--- config.mk ---
export PLATFORM = sky130hd
export DESIGN_NAME = if_unit
export DESIGN_NICKNAME = d
export VERILOG_FILES = /design/src/rtl/if_unit_pkg.sv /design/src/rtl/if_unit_pc_register.sv /design/src/rtl/if_unit.sv
export SDC_FILE = /design/constraint.sdc
export NUM_CORES = 1
export LEC_CHECK = 0
export BUFFER_PORTS_ARGS = -buffer_cell sky130_fd_sc_hd__buf_2
export CORE_MARGIN = 5
export CORE_UTILIZATION = 26
export CTS_CLUSTER_DIAMETER = 50
export CTS_CLUSTER_SIZE = 25
export DETAILED_ROUTE_END_ITERATION = 8
export SKIP_CTS_REPAIR_TIMING = 1
export SLEW_MARGIN = 5
export SYNTH_ARGS = -nofsm -noshare
export SYNTH_HDL_FRONTEND = slang
export SYNTH_HIERARCHICAL = 1
export SYNTH_SLANG_ARGS = --single-unit
--- constraint.sdc ---
create_clock -name clk -period 2.7 [get_ports clk]
set_clock_uncertainty 0.2 [all_clocks]
set_input_delay 0.135 -clock clk [delete_from_list [all_inputs] [get_ports clk]]
set_output_delay 0.135 -clock clk [all_outputs]
set_load 0.01 [all_outputs]
--- src/rtl/if_unit_pkg.sv ---
// Shared CPU definitions: opcodes, bubble word, fetch FSM encoding
// and the IF/ID bundle handed from fetch to decode.
package if_unit_pkg;

  localparam logic [3:0]  OP_HLT       = 4'hF;
  localparam logic [15:0] BUBBLE_INSTR = 16'h0000;
  localparam logic [15:0] RESET_PC     = 16'h0000;

  typedef enum logic {
    RUN    = 1'b0,
    HALTED = 1'b1
  } fetch_state_e;

  typedef struct packed {
    logic [15:0] instr;
    logic [15:0] pc_plus2;
    logic        valid;
  } if_id_t;

  function automatic if_id_t bubble(input logic [15:0] word);
    if_id_t b;
    b.instr    = word;
    b.pc_plus2 = 16'h0000;
    b.valid    = 1'b0;
    return b;
  endfunction

endpackage

--- src/rtl/if_unit_pc_register.sv ---
// Program counter storage: 16-bit register, sync active-low reset.
// Ports: clk, rst_n, we_i (load enable), d_i (load value), q_o (PC).
module if_unit_pc_register
  import if_unit_pkg::*;
#(
  parameter logic [15:0] RESET_VAL = RESET_PC
) (
  input  logic        clk,
  input  logic        rst_n,
  input  logic        we_i,
  input  logic [15:0] d_i,
  output logic [15:0] q_o
);

  logic [15:0] pc_q;

  always_ff @(posedge clk) begin
    if (!rst_n) begin
      pc_q <= RESET_VAL;
    end else if (we_i) begin
      pc_q <= d_i;
    end
  end

  assign q_o = pc_q;

endmodule

--- src/rtl/if_unit.sv ---
// Instruction fetch stage: PC, IF/ID register and RUN/HALTED FSM.
// Ports: clk, rst_n, imemAddr/imemData (comb imem), stall_IF,
// branchTaken_ID/branchTarget_ID (redirect), currInstruction,
// pcPlus2_ID, instValid_ID (IF/ID outputs), HLT_IF (halted flag).
module if_unit
  import if_unit_pkg::*;
#(
  parameter logic [15:0] RESET_PC     = if_unit_pkg::RESET_PC,
  parameter logic [15:0] BUBBLE_INSTR = if_unit_pkg::BUBBLE_INSTR
) (
  input  logic        clk,
  input  logic        rst_n,
  output logic [15:0] imemAddr,
  input  logic [15:0] imemData,
  input  logic        stall_IF,
  input  logic        branchTaken_ID,
  input  logic [15:0] branchTarget_ID,
  output logic [15:0] currInstruction,
  output logic [15:0] pcPlus2_ID,
  output logic        instValid_ID,
  output logic        HLT_IF
);

  fetch_state_e state_q, state_d;
  if_id_t       ifid_q, ifid_d;
  logic [15:0]  pc_q, pc_d, pc_plus2;
  logic         pc_we;

  if_unit_pc_register #(
    .RESET_VAL(RESET_PC)
  ) u_pc_register (
    .clk  (clk),
    .rst_n(rst_n),
    .we_i (pc_we),
    .d_i  (pc_d),
    .q_o  (pc_q)
  );

  // Wraps modulo 2^16 by width truncation.
  assign pc_plus2 = pc_q + 16'd2;

  always_comb begin
    state_d = state_q;
    ifid_d  = ifid_q;
    pc_we   = 1'b0;
    pc_d    = pc_q;
    if (branchTaken_ID) begin
      // Redirect wins over stall and over a HLT fetched this cycle.
      pc_we   = 1'b1;
      pc_d    = {branchTarget_ID[15:1], 1'b0};
      ifid_d  = bubble(BUBBLE_INSTR);
      state_d = RUN;
    end else if (stall_IF) begin
      state_d = state_q;
    end else if (state_q == RUN) begin
      ifid_d.instr    = imemData;
      ifid_d.pc_plus2 = pc_plus2;
      ifid_d.valid    = 1'b1;
      if (imemData[15:12] == OP_HLT) begin
        state_d = HALTED;
      end else begin
        pc_we = 1'b1;
        pc_d  = pc_plus2;
      end
    end else begin
      ifid_d = bubble(BUBBLE_INSTR);
    end
  end

  always_ff @(posedge clk) begin
    if (!rst_n) begin
      state_q <= RUN;
      ifid_q  <= bubble(BUBBLE_INSTR);
    end else begin
      state_q <= state_d;
      ifid_q  <= ifid_d;
    end
  end

  assign imemAddr        = pc_q;
  assign currInstruction = ifid_q.instr;
  assign pcPlus2_ID      = ifid_q.pc_plus2;
  assign instValid_ID    = ifid_q.valid;
  assign HLT_IF          = (state_q == HALTED);

endmodule

==> flow_metrics.env <==
export IMPL_rsz0062_at_grt="no"
export IMPL_grt_max_degree=27
export IMPL_setup_viol=0
export IMPL_port_buffers=84
export IMPL_synth_top_family_by_area="simple AND/OR/NAND/NOR gates"
export IMPL_startpoint="u_pc_register/q_o[1]"
export IMPL_start_util_pct=26.8
export IMPL_min_period_ns=2.36
export IMPL_nNetsFinal=416
export IMPL_grt_pass1_vias=2218
export IMPL_tns_ns=0
export IMPL_ys_seq_area_share_pct=40.4
export IMPL_routedWlPerCell_um=14.4
export IMPL_dieArea_um2=11600
export IMPL_grt_pass1_wl_um=11300
export IMPL_gp_congestion=0.777
export IMPL_ant_nets=0
export IMPL_first_iter_violations=108
export IMPL_powerDensity_nw_per_um2=516
export IMPL_path_clk_slew_ns=0.09
export IMPL_netlist_area_leader_share_pct=40.4
export IMPL_min_period_over_period_pct=87.5
export IMPL_fp_dieH_um=108
export IMPL_ys_ff_latch=50
export IMPL_cts_root_buf="clkbuf_8"
export IMPL_final_common_cell="buf_2"
export IMPL_grt_overflow=0
export IMPL_worstPathRequired_ns=2.74
export IMPL_clock_fmax_ghz=0.423
export IMPL_muxShareOfSynthArea_pct=7.28
export IMPL_outcome="finished with violations"
export IMPL_vias=2365
export IMPL_max_cap_viol_count=0
export IMPL_syn_area_per_cell_um2=8.62
export IMPL_dp_hpwl_um=5340
export IMPL_layout_drive_gt1_share_pct=27.6
export IMPL_crit_path_start_kind="register"
export IMPL_path_max_fanout=6
export IMPL_hold_class="input pin to register"
export IMPL_ys_types=41
export IMPL_r2r_start="u_pc_register/q_o[1]"
export IMPL_hold_ws_ns=-0.00200
export IMPL_finalWirelength_um=7310
export IMPL_htreeDepth=2
export IMPL_utilization_pct=35.6
export IMPL_synth_compound_area_share_pct=15.0
export IMPL_violations="hold timing"
export IMPL_die_x_um=108
export IMPL_synth_area_um2=2470
export IMPL_clock_path_buffers=2
export IMPL_n_antenna_cell=0
export IMPL_cp_arrival_ns=2.41
export IMPL_synthXorXnorAreaFrac_pct=5.66
export IMPL_r2r_cells=7
export IMPL_syn_nets=324
export IMPL_cts_tree="built"
export IMPL_fp_coreArea_um2=9240
export IMPL_leakage_nw=1.49
export IMPL_clock_sinks=50
export IMPL_final_cell_mix="84 x buf_2, 50 x dfxtp_1, 35 x nor2_1, 24 x nand2_1, 22 x a22oi_1"
export IMPL_grt_total_usage_pct=12.3
export IMPL_pin_count=86
export IMPL_worst_slew_pin_slew_ns=0.435
export IMPL_via_per_inst=4.65
export IMPL_yosys_area_top_type="dfxtp_1"
export IMPL_yosys_area_share_simple_pct=26.5
export IMPL_path_class="register to register"
export IMPL_worstReg2RegEnd="u_pc_register/q_o[9]"
export IMPL_netlist_instances=287
export IMPL_first_pass_iters=4
export IMPL_rows=35
export IMPL_synthAdderAreaFrac_pct=0.506
export IMPL_drc=0
export IMPL_slew_headroom_pct=71.0
export IMPL_peakVddDrop_v=0.000211
export IMPL_critPathCapture="u_pc_register/q_o[9]"
export IMPL_cts_buffers_inserted=5
export IMPL_endpoint_kind="register"
export IMPL_syn_to_final_growth_pct=32.9
export IMPL_ff2ff_setup_slack_ns=0.34
export IMPL_synthTopCellsByArea="dfxtp_1 40%, mux2i_1 7.3%, a22oi_1 6.7%"
export IMPL_hold_viol=2
export IMPL_yosysWarnings=6
export IMPL_clock_latency_ns=0.30
export IMPL_maxSlewViolCount=0
export IMPL_antenna_found_initial=0
## flip-flops by register name (all words and copies together), names as in the netlist
| name | count |
|---|---|
| HLT_IF | 1 |
| currInstruction | 16 |
| instValid_ID | 1 |
| pcPlus2_ID | 16 |
| u_pc_register/q_o | 16 |
## cell type report
cell class | instances | area (µm²)
fillers | 999 | 5950
inverters | 2 | 7.51
well taps | 129 | 161
multi-input cells | 215 | 1360
clock inverters | 2 | 60.1
clock buffers | 6 | 82.6
repair buffers | 105 | 618
flip-flops and latches | 50 | 1000
## cells in the mapped netlist
cell type	number
a21oi_1	3
a22oi_1	22
a2bb2oi_1	1
a31oi_1	7
and2_1	3
and3_1	4
and3_2	1
buf_12	1
buf_2	4
buf_4	1
buf_6	1
clkbuf_1	13
dfxtp_1	50
ha_1	1
inv_1	2
mux2i_1	18
nand2_1	24
nand2_4	1
nand2b_1	1
nand3_1	10
nand3_4	1
nand4_1	7
nand4_2	1
nand4b_1	1
nor2_1	35
nor2_2	1
nor2b_1	17
nor3_1	2
nor4_1	1
nor4_4	1
o211ai_1	2
o21ai_0	21
o31a_1	1
o41ai_1	1
or2_2	1
or3_1	5
or3_2	1
or4_1	1
or4b_1	3
xnor2_1	3
xor2_1	13
## per-stage QoR
step           hold slack (ns)  power (mW)  instance area, µm²  cells  setup WS, ns
2_1_floorplan           0.0632       0.960                2470    287         0.515
3_3_place_gp             0.166        1.04                2990    485         0.407
3_5_place_dp             0.176        1.05                2990    485         0.344
4_1_cts                 -0.151        1.70                3130    493         0.325
5_1_grt                 0.0320        1.78                3290    509         0.122
6_report              -0.00200        1.70                3290    509         0.338
## per-layer routing
metal | global-route usage [%] | wire [µm] | vias up
met5 | 0 | 0 | -
met4 | 2.98 | 84 | 0
met3 | 2.46 | 311 | 10
met2 | 19.6 | 3350 | 49
met1 | 16.9 | 3560 | 1100
li1 | - | - | 1206
## power by group
group,switching [mW],total (mW),internal [mW]
sequential,0.0432,0.810,0.767
combinational,0.123,0.237,0.114
clock,0.256,0.651,0.395
## critical path, cell delays in order (launching register included)
cell and delay, ns:
dfxtp_1 0.44, ha_1 0.25, nand3_1 0.27, or4b_1 0.60, xor2_1 0.15, o21ai_0 0.15
mux2i_1 0.10, nor2b_1 0.13
## worst min path at each step
stage / slack (ns) / to / cells past startpoint / start
5_1_grt: 0.03 / instValid_ID / 3 / stall_IF
2_1_floorplan: 0.06 / u_pc_register/q_o[0] / 1 / rst_n
3_3_place_gp: 0.17 / currInstruction[8] / 3 / imemData[8]
6_report: -0.002 / u_pc_register/q_o[2] / 5 / branchTarget_ID[2]
3_5_place_dp: 0.18 / currInstruction[10] / 3 / imemData[10]
4_1_cts: -0.15 / currInstruction[10] / 3 / imemData[10]
## cell families after synthesis
group | after synthesis
and+or+nand+nor | 122
AOI/OAI and AO/OA | 58
DFF | 50
buffers and inverters | 22
muxes | 18
xor gates and xnor gates | 16
adders and majority gates | 1
No activity file was read; power rests on OpenSTA's default activity.
